<file path="config.mk">
export PLATFORM = sky130hd
export DESIGN_NAME = mem_access_unit
export DESIGN_NICKNAME = d
export VERILOG_FILES = /design/src/rtl/mem_access_pkg.sv /design/src/rtl/byte_lane_unit.sv /design/src/rtl/mem_access_unit.sv
export SDC_FILE = /design/constraint.sdc
export NUM_CORES = 1
export LEC_CHECK = 0
export ABC_AREA = 1
export BUFFER_PORTS_ARGS = -buffer_cell sky130_fd_sc_hd__clkbuf_2
export CAP_MARGIN = 20
export CORE_ASPECT_RATIO = 1.4
export CORE_MARGIN = 4
export CORE_UTILIZATION = 47
export DETAILED_ROUTE_END_ITERATION = 16
export GPL_TIMING_DRIVEN = 0
export HOLD_SLACK_MARGIN = 0.02
export MAX_ROUTING_LAYER = met4
export PLACE_DENSITY = 0.85
export SYNTH_ARGS = -nofsm -noshare
export SYNTH_HDL_FRONTEND = slang
export SYNTH_SLANG_ARGS = --single-unit
</file>
<file path="constraint.sdc">
create_clock -name i_clk -period 3.5 [get_ports i_clk]
set_input_delay 0.175 -clock i_clk [delete_from_list [all_inputs] [get_ports i_clk]]
set_output_delay 0.175 -clock i_clk [all_outputs]
set_load 0.01 [all_outputs]
</file>
<file path="src/rtl/mem_access_pkg.sv">
// Shared size/state encodings and big-endian lane positions for the load/store front-end.
package mem_access_pkg;

  localparam logic [1:0] SIZE_BYTE = 2'b00;
  localparam logic [1:0] SIZE_HALF = 2'b01;
  localparam logic [1:0] SIZE_WORD = 2'b10;

  typedef enum logic [2:0] {
    StIdle,
    StRdAddr,
    StRdData,
    StWr,
    StResp
  } state_e;

  // Right-shift that brings a big-endian lane down to bit 0.
  localparam logic [4:0] LANE_SHIFT_0 = 5'd24;
  localparam logic [4:0] LANE_SHIFT_1 = 5'd16;
  localparam logic [4:0] LANE_SHIFT_2 = 5'd8;
  localparam logic [4:0] LANE_SHIFT_3 = 5'd0;

  function automatic logic [4:0] lane_shift(input logic [1:0] off, input logic [1:0] size);
    lane_shift = 5'd0;
    case (size)
      SIZE_BYTE: begin
        case (off)
          2'd0:    lane_shift = LANE_SHIFT_0;
          2'd1:    lane_shift = LANE_SHIFT_1;
          2'd2:    lane_shift = LANE_SHIFT_2;
          default: lane_shift = LANE_SHIFT_3;
        endcase
      end
      SIZE_HALF: lane_shift = off[1] ? LANE_SHIFT_3 : LANE_SHIFT_1;
      default:   lane_shift = 5'd0;
    endcase
  endfunction

endpackage

</file>
<file path="src/rtl/byte_lane_unit.sv">
// Combinational lane extract (with sign/zero extension) and lane merge for a RAM word.
module byte_lane_unit
  import mem_access_pkg::*;
#(
  parameter int unsigned DATA_WIDTH = 32
) (
  input  logic [DATA_WIDTH-1:0] i_ram_q,
  input  logic [DATA_WIDTH-1:0] i_wdata,
  input  logic [1:0]            i_offset,
  input  logic [1:0]            i_size,
  input  logic                  i_signed,
  output logic [DATA_WIDTH-1:0] o_load_data,
  output logic [DATA_WIDTH-1:0] o_merge_data
);

  logic [4:0]            w_shift;
  logic [DATA_WIDTH-1:0] w_lane;
  logic [DATA_WIDTH-1:0] w_mask;

  assign w_shift = lane_shift(i_offset, i_size);
  assign w_lane  = i_ram_q >> w_shift;

  always_comb begin
    o_load_data = i_ram_q;
    w_mask      = '1;
    case (i_size)
      SIZE_BYTE: begin
        o_load_data = {{(DATA_WIDTH-8){i_signed & w_lane[7]}}, w_lane[7:0]};
        w_mask      = {{(DATA_WIDTH-8){1'b0}}, 8'hFF} << w_shift;
      end
      SIZE_HALF: begin
        o_load_data = {{(DATA_WIDTH-16){i_signed & w_lane[15]}}, w_lane[15:0]};
        w_mask      = {{(DATA_WIDTH-16){1'b0}}, 16'hFFFF} << w_shift;
      end
      default: begin
        o_load_data = i_ram_q;
        w_mask      = '1;
      end
    endcase
  end

  assign o_merge_data = (i_ram_q & ~w_mask) | ((i_wdata << w_shift) & w_mask);

endmodule

</file>
<file path="src/rtl/mem_access_unit.sv">
// Load/store front-end for single_port_ram; sub-word stores use read-modify-write.
// Define MEM_ACCESS_HIT_BUF_EN to add a one-entry last-word buffer.
module mem_access_unit
  import mem_access_pkg::*;
#(
  parameter int unsigned DATA_WIDTH = 32,
  parameter int unsigned ADDR_WIDTH = 32
) (
  input  logic                  i_clk,
  input  logic                  i_reset,
  input  logic                  i_req_valid,
  output logic                  o_req_ready,
  input  logic                  i_req_we,
  input  logic [1:0]            i_req_size,
  input  logic                  i_req_signed,
  input  logic [ADDR_WIDTH-1:0] i_req_addr,
  input  logic [DATA_WIDTH-1:0] i_req_wdata,
  output logic                  o_rsp_valid,
  output logic [DATA_WIDTH-1:0] o_rsp_rdata,
  output logic                  o_rsp_err,
  output logic [ADDR_WIDTH-1:0] o_ram_addr,
  output logic [DATA_WIDTH-1:0] o_ram_data,
  output logic                  o_ram_we,
  input  logic [DATA_WIDTH-1:0] i_ram_q
);

  state_e                r_state;
  state_e                w_state_nxt;
  logic                  r_we;
  logic [1:0]            r_size;
  logic                  r_signed;
  logic [1:0]            r_offset;
  logic [DATA_WIDTH-1:0] r_wdata;
  logic [DATA_WIDTH-1:0] r_rsp_rdata;
  logic                  r_rsp_err;
  logic [ADDR_WIDTH-1:0] r_ram_addr;
  logic [DATA_WIDTH-1:0] r_ram_data;

  logic                  w_accept;
  logic                  w_req_err;
  logic                  w_hit;
  logic [DATA_WIDTH-1:0] w_blu_q;
  logic [DATA_WIDTH-1:0] w_blu_wdata;
  logic [1:0]            w_blu_offset;
  logic [1:0]            w_blu_size;
  logic                  w_blu_signed;
  logic [DATA_WIDTH-1:0] w_load;
  logic [DATA_WIDTH-1:0] w_merge;

  assign w_accept  = (r_state == StIdle) && i_req_valid;
  assign w_req_err = (i_req_size == 2'b11) ||
                     ((i_req_size == SIZE_HALF) && i_req_addr[0]) ||
                     ((i_req_size == SIZE_WORD) && (i_req_addr[1:0] != 2'b00));

`ifdef MEM_ACCESS_HIT_BUF_EN
  logic                  r_buf_vld;
  logic [ADDR_WIDTH-3:0] r_buf_addr;
  logic [DATA_WIDTH-1:0] r_buf_data;

  assign w_hit = r_buf_vld && (r_buf_addr == i_req_addr[ADDR_WIDTH-1:2]);

  // In IDLE the lane unit serves a buffer hit; elsewhere it serves the RAM read.
  assign w_blu_q      = (r_state == StIdle) ? r_buf_data      : i_ram_q;
  assign w_blu_wdata  = (r_state == StIdle) ? i_req_wdata     : r_wdata;
  assign w_blu_offset = (r_state == StIdle) ? i_req_addr[1:0] : r_offset;
  assign w_blu_size   = (r_state == StIdle) ? i_req_size      : r_size;
  assign w_blu_signed = (r_state == StIdle) ? i_req_signed    : r_signed;

  always_ff @(posedge i_clk or posedge i_reset) begin
    if (i_reset) begin
      r_buf_vld  <= 1'b0;
      r_buf_addr <= '0;
      r_buf_data <= '0;
    end else if (r_state == StRdData) begin
      r_buf_vld  <= 1'b1;
      r_buf_addr <= r_ram_addr[ADDR_WIDTH-1:2];
      r_buf_data <= i_ram_q;
    end else if (r_state == StWr) begin
      r_buf_vld  <= 1'b1;
      r_buf_addr <= r_ram_addr[ADDR_WIDTH-1:2];
      r_buf_data <= r_ram_data;
    end
  end
`else
  assign w_hit        = 1'b0;
  assign w_blu_q      = i_ram_q;
  assign w_blu_wdata  = r_wdata;
  assign w_blu_offset = r_offset;
  assign w_blu_size   = r_size;
  assign w_blu_signed = r_signed;
`endif

  byte_lane_unit #(
    .DATA_WIDTH(DATA_WIDTH)
  ) u_byte_lane_unit (
    .i_ram_q     (w_blu_q),
    .i_wdata     (w_blu_wdata),
    .i_offset    (w_blu_offset),
    .i_size      (w_blu_size),
    .i_signed    (w_blu_signed),
    .o_load_data (w_load),
    .o_merge_data(w_merge)
  );

  always_comb begin
    w_state_nxt = r_state;
    case (r_state)
      StIdle: begin
        if (i_req_valid) begin
          if (w_req_err)                                  w_state_nxt = StResp;
          else if (i_req_we && (i_req_size == SIZE_WORD)) w_state_nxt = StWr;
          else if (w_hit)                                 w_state_nxt = i_req_we ? StWr : StResp;
          else                                            w_state_nxt = StRdAddr;
        end
      end
      StRdAddr: w_state_nxt = StRdData;
      StRdData: w_state_nxt = r_we ? StWr : StResp;
      StWr:     w_state_nxt = StResp;
      StResp:   w_state_nxt = StIdle;
      default:  w_state_nxt = StIdle;
    endcase
  end

  always_ff @(posedge i_clk or posedge i_reset) begin
    if (i_reset) begin
      r_state     <= StIdle;
      r_we        <= 1'b0;
      r_size      <= SIZE_BYTE;
      r_signed    <= 1'b0;
      r_offset    <= 2'b00;
      r_wdata     <= '0;
      r_rsp_rdata <= '0;
      r_rsp_err   <= 1'b0;
      r_ram_addr  <= '0;
      r_ram_data  <= '0;
    end else begin
      r_state <= w_state_nxt;
      if (w_accept) begin
        r_we        <= i_req_we;
        r_size      <= i_req_size;
        r_signed    <= i_req_signed;
        r_offset    <= i_req_addr[1:0];
        r_wdata     <= i_req_wdata;
        r_rsp_err   <= w_req_err;
        r_rsp_rdata <= '0;
        if (!w_req_err) begin
          r_ram_addr <= {i_req_addr[ADDR_WIDTH-1:2], 2'b00};
          if (i_req_we && (i_req_size == SIZE_WORD)) r_ram_data <= i_req_wdata;
          if (w_hit) begin
            if (i_req_we) r_ram_data  <= w_merge;
            else          r_rsp_rdata <= w_load;
          end
        end
      end else if (r_state == StRdData) begin
        if (r_we) r_ram_data  <= w_merge;
        else      r_rsp_rdata <= w_load;
      end
    end
  end

  assign o_req_ready = (r_state == StIdle);
  assign o_rsp_valid = (r_state == StResp);
  assign o_ram_we    = (r_state == StWr);
  assign o_rsp_rdata = r_rsp_rdata;
  assign o_rsp_err   = r_rsp_err;
  assign o_ram_addr  = r_ram_addr;
  assign o_ram_data  = r_ram_data;

endmodule

</file>
==> results_dict.tcl, run 1 <==
set metrics [dict create \
    place_congestion 0.971 \
    min_from "i_req_wdata[13]" \
    portBuffers 200 \
    cp.required_ns 3.77 \
    grt_pass1_vias 7442 \
    cts_num_sinks 136 \
    synth_seq_area_share_pct 48.4 \
    worst_hold_path.endpoint "r_wdata[13]" \
    regToRegSetupSlack_ns 1.57 \
    tns_ns 0 \
    clk_latency_ns 0.42 \
    r2r_start "r_state[0]" \
    synth_top_area_cell "dfrtp_1" \
    synth_warnings 0 \
    synth_top_area_share_pct 48.4 \
    min_path_cells 3 \
    die_height_um 153 \
    synthTopCellsByArea "dfrtp_1, nand2_1, nand3_1" \
    synth-seq-cells 136 \
    place_hpwl_um 17900 \
    vias 7326 \
    core_um2 14600 \
    cts_tree "yes" \
    final_cell_area_um2 9520 \
    r2r-end "r_wdata[31]" \
    rsz0062_at_grt "no" \
    power.density_nw_per_um2 950 \
    cts-root-buf "clkbuf_16" \
    ant_nets 0 \
    netlist_instances 888 \
    drtIter0Drc 766 \
    final_util_pct 65.3 \
    avgSynthCellArea_um2 7.92 \
    layout.nets 1271 \
    relSlewSlack_pct 63.5 \
    worstPathArrival_ns 2.20 \
    drc_errors 0 \
    endpoint_kind "register" \
    io_pins 203 \
    post_dp_cell_area_um2 8340 \
    synth_area_um2 7030 \
    setup_viol_count_final 0 \
    htree_levels 4 \
    clock_path_buffers 2 \
    startpoint "r_state[0]" \
    cp_max_fo 10 \
    cts-buffers-inserted 17 \
    worst_pin_slew_ns 0.547 \
    maxCapViolCount 0 \
    die_width_um 111 \
    die-area_um2 17000 \
    layout_common_cells "nand2_1, clkbuf_2, dfrtp_1" \
    layout_commonest_cell "nand2_1" \
    slew_violations 0 \
    crit_path_start_kind "register" \
    crit_type "register to register" \
    cts_setup_buffers 0 \
    fmax_mhz 519 \
    detail_route.first_pass.iterations 7 \
    viasPerCell 5.34 \
    grt_overflow_total 0 \
    drive_above_1_share_pct 26.8 \
    ctsResizeCount 0 \
    finalWirelength_um 24400 \
    syn_to_final_growth_pct 35.3 \
    peakVddDrop_v 0.000400 \
    power.leakage_uw 0.00511 \
    wl_per_cell_um 17.8 \
    status "finished clean" \
    clkTransAtPathRegs_ns 0.07 \
    synth_cell_type_count 36 \
    grt_max_degree 44 \
    antenna_found_initial 2 \
    grt_first_pass_wirelength_um 38600 \
    start_util_pct 48.3 \
    row_count 52 \
    finalCritPeriodShare_pct 55.1 \
    hold_viol 0 \
    clock_skew_ns 0.00699 \
    grt_usage_pct 29.6 \
    fin_crit_ns 1.93 \
    ff2ff_path_depth 6 \
    hp-class "input pin to register" \
]
flip-flops by register name (all words and copies together), names as in the netlist:
| register | count |
|---|---|
| r_wdata | 32 |
| o_ram_data | 32 |
| o_rsp_err | 1 |
| r_offset | 2 |
| r_state | 3 |
| o_rsp_rdata | 32 |
| r_signed | 1 |
| r_we | 1 |
| o_ram_addr | 30 |
| r_size | 2 |
worst max path at each step:
stage | endpoint | depth (start not counted)
final | r_wdata[31] | 6
after global routing | r_wdata[31] | 6
after detailed placement | r_wdata[31] | 6
after floorplan | o_ram_addr[10] | 1
after global placement | o_ram_data[31] | 2
after CTS | r_wdata[31] | 6
stage by stage:
stage / instances / power (uW) / setup WS (ns) / hold WS (ns)
after floorplan: 889 / 5510 / 1.63 / 0.292
after global placement: 1278 / 6910 / 0.806 / 0.391
after detailed placement: 1281 / 7040 / 1.62 / 0.160
after CTS: 1370 / 8970 / 1.61 / 0.0220
after global routing: 1372 / 9660 / 1.42 / 0.0275
final: 1372 / 9040 / 1.57 / 0.0155
final cells by class:
| cell class | instances | area (um2) |
|---|---|---|
| clock inverter | 15 | 180 |
| fill | 1242 | 5050 |
| tap | 189 | 236 |
| multi-input combinational | 624 | 3050 |
| buffer | 46 | 278 |
| sequential | 136 | 3400 |
| antenna | 2 | 5.00 |
| timing repair buffer | 260 | 1630 |
| inverter | 83 | 315 |
| clock buffer | 17 | 425 |
metal layers:
layer	vias to the layer above	GRT usage [%]	share of wire [%]
li1	3427	-	-
met1	3421	34.1	38
met2	359	47.8	49
met3	119	4.85	6.0
met4	0	18.6	6.9
met5	-	-	0
worst max-delay path, stage by stage (launching register included):
cell      delay [ns]
dfrtp_1         0.39
inv_1           0.12
nand3_2         0.11
nor2_2          0.25
buf_2           0.27
clkbuf_1        0.43
o21ai_0         0.21
Yosys cell counts:
cell and number:
nand3_4 1, mux2_2 8, o21ai_0 69, nor2_4 1, nand4_1 2, dfrtp_1 136, nand2_1 300, nor2_2 5
nand2_4 3, nor2_1 35, nor2_8 1, o21ai_1 7, a31o_2 1, buf_4 11, a21boi_0 4, nand3_2 3
mux2_1 22, or2_2 7, o211ai_1 3, nand2_2 3, o21a_1 1, buf_2 15, a21oi_1 43, a31oi_1 1
a211oi_1 5, conb_1 1, inv_1 69, a21oi_4 1, buf_6 6, o22ai_1 3, nand3b_4 1, buf_1 2
inv_2 14, clkbuf_1 12, nor3_1 9, nand3_1 83
report_power, final:
group          switching (uW)  internal (uW)  leakage [uW]
logic                    2880           1590       0.00311
clock network             770           1080      0.000296
registers                 400           2320       0.00170
logic make-up (layout without fill, tap and decap cells):
group	after synthesis	after routing	share of synthesized area, %
AOI/OAI and AO/OA	138	138	10.6
muxes	30	30	4.80
buffers and inverters	129	421	8.38
and+or+nand+nor	454	454	27.8
other	1	4	0.0533
DFF	136	136	48.4
what timing repair did:
item / 4_1_cts / 5_1_grt
endpoints found under the setup margin: 0 / 0
endpoints found under the hold margin: 66 / 0
hold buffers: 57 / 0
Power figures use the tool's default switching activity.
==> run 2, diff against run 1 <==
--- a/config.mk
+++ b/config.mk
@@ -10,12 +10,12 @@
 export CAP_MARGIN = 20
 export CORE_ASPECT_RATIO = 1.4
 export CORE_MARGIN = 4
-export CORE_UTILIZATION = 47
+export CORE_UTILIZATION = 53
 export DETAILED_ROUTE_END_ITERATION = 16
 export GPL_TIMING_DRIVEN = 0
 export HOLD_SLACK_MARGIN = 0.02
 export MAX_ROUTING_LAYER = met4
-export PLACE_DENSITY = 0.85
+export PLACE_DENSITY = 0.9
 export SYNTH_ARGS = -nofsm -noshare
 export SYNTH_HDL_FRONTEND = slang
 export SYNTH_SLANG_ARGS = --single-unit
==> constraint.sdc (replaced) <==
create_clock -name i_clk -period 1.94 [get_ports i_clk]
set_input_delay 0.097 -clock i_clk [delete_from_list [all_inputs] [get_ports i_clk]]
set_output_delay 0.097 -clock i_clk [all_outputs]
set_load 0.01 [all_outputs]
==> run 2 against run 1 <==
Against the previous run:
- routed wire length grew 7.2%
- global-route usage grew 6.5 points
- sequential power grew 83%
- combinational power grew 89%
- worst hold slack gained 0.072 ns
- flip-flop and latch count is the same
- power grew 88%
- clock skew grew 0.0037 ns
- cell count grew 0.15%
==> results_dict.tcl, run 2 (same netlist as run 1, synthesis figures left out) <==
set metrics [dict create \
    status "finished clean" \
    viasPerCell 5.65 \
    clk_latency_ns 0.42 \
    die_width_um 105 \
    worst_pin_slew_ns 0.832 \
    finalWirelength_um 26100 \
    grt_pass1_vias 7788 \
    grt_overflow_total 0 \
    die-area_um2 15200 \
    fillCellCount 948 \
    hp-class "input pin to register" \
    place_congestion 0.953 \
    relSlewSlack_pct 44.4 \
    n_antenna_cell 0 \
    crit_path_start_kind "register" \
    drc_errors 0 \
    hold_viol 0 \
    io_pins 203 \
    maxCapViolCount 0 \
    cts-buffers-inserted 17 \
    detail_route.first_pass.iterations 9 \
    row_count 49 \
    crit_type "register to register" \
    drive_above_1_share_pct 27.3 \
    clock_skew_ns 0.0107 \
    final_cells 1374 \
    seqCellArea_um2 3400 \
    final_util_pct 75.2 \
    slew_violations 0 \
    setup_viol_count_final 0 \
    fin_crit_ns 1.92 \
    htree_levels 4 \
    fin_total_pwr_uw 17000 \
    power.density_nw_per_um2 1740 \
    syn_to_final_growth_pct 38.4 \
    multi_input_area_um2 3090 \
    wl_per_cell_um 19.0 \
    placed_cells 1270 \
    finalCritPeriodShare_pct 99.0 \
    post_dp_cell_area_um2 8330 \
    worstPathArrival_ns 2.21 \
    portBuffers 200 \
    endpoint_kind "register" \
    cp_max_fo 10 \
    ant_nets 0 \
    cts_num_sinks 136 \
    layout_commonest_cell "nand2_1" \
    power.leakage_uw 0.00520 \
    grt_first_pass_wirelength_um 40700 \
    peakVddDrop_v 0.00100 \
    cts-root-buf "clkbuf_16" \
    cts_tree "yes" \
    fmax_mhz 521 \
    layout.nets 1286 \
    hold-worst-slack_ns 0.0876 \
    core_um2 12900 \
    vias 7757 \
    clkTransAtPathRegs_ns 0.06 \
    clock_path_buffers 2 \
    antenna_found_initial 0 \
    cp.required_ns 2.23 \
    grt_max_degree 44 \
    layout_common_cells "nand2_1, clkbuf_2, dfrtp_1" \
    grt_usage_pct 36.0 \
    drtIter0Drc 781 \
    final_cell_area_um2 9730 \
    start_util_pct 54.4 \
    die_height_um 144 \
    place_hpwl_um 17500 \
]
[run 2: changes by cell type in the layout (fill, tap and decap cells not counted), moves of 3 or more]
cell and delta:
dlygate4sd3_1 +14, clkbuf_2 +4, clkbuf_1 -3, inv_6 -3, inv_8 -3, nand2_4 +3
nor2_2 -3, nor2_4 +3
[run 2: layout make-up]
cell class                      instances  share of cell area (%)
Clock inverter                         13                    1.98
Inverter                               83                    3.24
Buffer                                 46                    2.94
Clock buffer                           19                    4.55
Multi-Input combinational cell        624                    31.8
Sequential cell                       136                    35.0
Tap cell                              178                    2.29
Timing Repair Buffer                  275                    18.3
[run 2: path summary, 6_finish.rpt]
path,depth (start not counted),endpoint,slack [ns],start
setup reg to reg,10,o_ram_data[11],0.02,r_size[1]
setup / recovery,10,o_ram_data[11],0.02,r_size[1]
max in group asynchronous,5,o_ram_data[23],0.64,i_reset
min in group asynchronous,3,o_ram_addr[15],0.39,i_reset
hold reg to reg,2,o_rsp_rdata[12],0.48,o_rsp_rdata[12]
hold / removal,3,o_rsp_rdata[5],0.09,i_ram_q[5]
[run 2: metrics by stage]
step,TNS (ns),setup WS [ns]
2_1_floorplan,0,0.150
3_3_place_gp,-91.38,-0.682
3_5_place_dp,0,0.0641
4_1_cts,0,0.0377
5_1_grt,-0.0367,-0.0367
6_report,0,0.0198
[run 2: per-layer routing]
layer  GRT usage [%]  share of wire (%)  vias to the layer above
met3            5.54                8.5                      176
met5               -                  0                        -
li1                -                  -                     3453
met2            58.4                 49                      552
met4            29.2                9.2                        0
met1            39.4                 34                     3576
[run 2: where the power goes]
group          internal (uW)  switching, uW
Combinational           2950           5480
Clock                   2200           1360
Sequential              4190            799
Total                   9340           7630
[run 2: worst max-delay path: stages, from the launching register on]
cell and delay [ns]:
dfrtp_1 0.37, buf_6 0.16, nor2_8 0.15, buf_6 0.18, nand2_1 0.10, nand2_4 0.13, inv_2 0.11, o21ai_0 0.24
o21ai_0 0.17, nand2_1 0.11, nand2_1 0.08
[run 2: what timing repair did]
item,CTS,global route
hold endpoints to repair,107,0
setup buffers,0,1
resized for setup,0,21
setup endpoints to repair,0,110
hold buffers,71,0
==> run 3, diff against run 2 <==
--- a/config.mk
+++ b/config.mk
@@ -7,7 +7,7 @@
 export LEC_CHECK = 0
 export ABC_AREA = 1
 export BUFFER_PORTS_ARGS = -buffer_cell sky130_fd_sc_hd__clkbuf_2
-export CAP_MARGIN = 20
+export CAP_MARGIN = 40
 export CORE_ASPECT_RATIO = 1.4
 export CORE_MARGIN = 4
 export CORE_UTILIZATION = 53
@@ -18,4 +18,5 @@
 export PLACE_DENSITY = 0.9
 export SYNTH_ARGS = -nofsm -noshare
 export SYNTH_HDL_FRONTEND = slang
+export SYNTH_HIERARCHICAL = 1
 export SYNTH_SLANG_ARGS = --single-unit
==> run 3 against run 2 <==
Against the previous run:
- worst hold slack got worse by 0.018 ns
- synthesized cell count up 15%
- sequential power up 3%
- die area rose by 4.6%
- cell area rose by 3.5%
- flip-flop and latch count did not move
- power increased by 7.6%
- via count rose by 12%
- global-route usage rose by 2.6 points
==> results_dict.tcl, run 3 <==
set metrics [dict create \
    status "finished clean" \
    yosys.area_share.adder_pct 0 \
    vias 8652 \
    finalCritPeriodShare_pct 97.9 \
    hold_viol 0 \
    min_from "i_ram_q[9]" \
    clk_latency_ns 0.43 \
    synth_cell_type_count 33 \
    power.density_nw_per_um2 1810 \
    switchingPower_uw 8950 \
    internal_power_uw 9310 \
    post_dp_cell_area_um2 8680 \
    netlist_instances 1020 \
    fmax_mhz 526 \
    cts-buffers-inserted 17 \
    regToRegSetupSlack_ns 0.04 \
    finalWirelength_um 30000 \
    core_um2 13500 \
    synth_top_area_share_pct 46.1 \
    clock_path_buffers 2 \
    synth-seq-cells 136 \
    fin_crit_ns 1.90 \
    rsz0062_at_grt "yes" \
    die-area_um2 15900 \
    met1_usage_pct 40.0 \
    io_pins 203 \
    synth_most_common_cell "nand2_1" \
    synthTopCellsByArea "dfrtp_1, nand2_1, nand3_1" \
    layout_commonest_cell "nand2_1" \
    cts_tree "yes" \
    clkTransAtPathRegs_ns 0.07 \
    place_congestion 0.977 \
    hold-worst-slack_ns 0.0700 \
    synth_top_area_cell "dfrtp_1" \
    r2r-end "o_ram_data[30]" \
    crit_path_start_kind "register" \
    die_height_um 148 \
    worst_pin_slew_ns 0.728 \
    synth_xor_xnor_area_share_pct 0 \
    synth-compound-area-share_pct 7.44 \
    cts-root-buf "clkbuf_16" \
    grt_usage_pct 38.6 \
    drive_above_1_share_pct 24.5 \
    grt.busiest_layer "met2" \
    layout.nets 1421 \
    row_count 50 \
    avgSynthCellArea_um2 7.24 \
    endpoint_kind "register" \
    wl_per_cell_um 19.8 \
    synth_warnings 6 \
    grt_pass1_vias 8894 \
    syn_to_final_growth_pct 36.5 \
    portBuffers 200 \
    synthArstFlopShare_pct 100 \
    die_width_um 108 \
    antenna_found_initial 1 \
    clock_skew_ns 0.0139 \
    cp_max_fo 10 \
    cts_num_sinks 136 \
    ant_nets 0 \
    p_seq_share_pct 28.0 \
    setup_viol_count_final 0 \
    grtUsageMet3_pct 6.99 \
    power.leakage_uw 0.00573 \
    place_hpwl_um 19200 \
    synth_mux_area_share_pct 0 \
    hp-class "input pin to register" \
    min_path_cells 5 \
    layout_common_cells "nand2_1, clkbuf_2, dfrtp_1" \
    synth_seq_area_share_pct 46.1 \
    yosys.area_share.simple_pct 36.8 \
    p_clk_share_pct 17.6 \
    worstPathArrival_ns 2.21 \
    ff2ff_path_depth 13 \
    yosys-top-cells-count "nand2_1, dfrtp_1, nand3_1" \
    combPwrFrac_pct 54.4 \
    relSlewSlack_pct 51.5 \
    htree_levels 4 \
    p_sw_share_pct 49.0 \
    crit_type "register to register" \
    r2r_start "r_size[1]" \
    grt_max_degree 40 \
    worst_hold_path.endpoint "o_rsp_rdata[9]" \
    slew_violations 0 \
    synth_ff_type "dfrtp_1" \
    synth_edf_count 0 \
    drc_errors 0 \
    maxCapViolCount 0 \
    cp.required_ns 2.25 \
    met2_usage_pct 64.5 \
    peakVddDrop_v 0.000962 \
    grt_overflow_total 0 \
    grt_first_pass_wirelength_um 45900 \
    drtIter0Drc 837 \
    final_cell_area_um2 10100 \
    final_util_pct 74.5 \
    synth_area_um2 7380 \
    viasPerCell 5.71 \
    detail_route.first_pass.iterations 6 \
    start_util_pct 54.6 \
    synth_top_family_by_area "simple AND/OR/NAND/NOR gates" \
]
-- run 3: changes by cell type after synthesis, sizes merged, moves of 16 or more --
cell,delta
o211ai,+16
nor2,-30
a21oi,-37
o21ai,-16
nand2,+190
nand3,+43
mux2,-30
-- run 3: final cells by class --
type,instances,area (um2)
Buffer,62,435
Antenna cell,1,2.50
Timing Repair Buffer,278,1800
Clock inverter,15,151
Tap cell,182,228
Sequential cell,136,3410
Fill cell,985,3440
Clock buffer,17,425
Inverter,83,315
Multi-Input combinational cell,740,3310
-- run 3: power groups by stage --
stage | clock network [uW] | logic (uW) | registers (uW)
6_report | 3210 | 9930 | 5120
5_1_grt | 3350 | 10700 | 5220
4_1_cts | 3180 | 9110 | 4990
3_5_place_dp | 0 | 8890 | 5000
3_3_place_gp | 0 | 8730 | 4970
2_1_floorplan | 0 | 5520 | 5280
-- run 3: repair_timing --
| item | CTS | global route |
|---|---|---|
| buffers inserted | 0 | 5 |
| resized for setup | 3 | 25 |
| pin swaps | 0 | 4 |
| hold buffers | 70 | 0 |
| hold endpoints to repair | 106 | 0 |
| endpoints found under the setup margin | 7 | 48 |
-- run 3: how the worst max path moves through the flow --
stage,from,endpoint,slack [ns],cells after the start
after floorplan,i_reset,o_ram_addr[10],0.15,1
after global placement,i_reset,o_rsp_rdata[25],-0.63,2
after detailed placement,r_offset[1],o_ram_data[30],-0.003,11
after CTS,r_size[1],o_ram_data[30],-0.02,13
after global routing,r_size[1],o_rsp_rdata[30],-0.05,10
final,r_size[1],o_ram_data[30],0.04,13
-- run 3: worst max-delay path, cell delays in order, from the launching register on --
cell	delay, ns
dfrtp_1	0.40
buf_6	0.15
nor2_8	0.11
nand2_4	0.07
buf_8	0.15
buf_6	0.15
o211ai_1	0.22
nand2_1	0.08
nand2_1	0.07
nand2_1	0.06
nand2_1	0.07
nand2_1	0.09
nand2_1	0.10
nand2_1	0.07
-- run 3: metal layers --
| metal | share of wire (%) | up-vias |
|---|---|---|
| li1 | - | 3807 |
| met1 | 33 | 3941 |
| met3 | 8.8 | 213 |
| met2 | 50 | 691 |
| met4 | 8.3 | 0 |
| met5 | 0 | - |
-- run 3: cell families (layout without fill, tap and decap cells) --
family | count (synthesis) | in the layout
compound gates | 94 | 94
buf+inv | 145 | 455
flops | 136 | 136
other cells | 1 | 3
simple gates | 644 | 644
-- run 3: metrics by stage --
| step | total power, uW | setup TNS [ns] | instances | setup slack [ns] |
|---|---|---|---|---|
| floorplan | 10800 | 0 | 1021 | 0.150 |
| global placement | 13700 | -83.80 | 1403 | -0.630 |
| detailed placement | 13900 | -0.00271 | 1406 | -0.00271 |
| CTS | 17300 | -0.0202 | 1508 | -0.0202 |
| global route | 19300 | -0.145 | 1514 | -0.0476 |
| finish | 18300 | 0 | 1514 | 0.0405 |
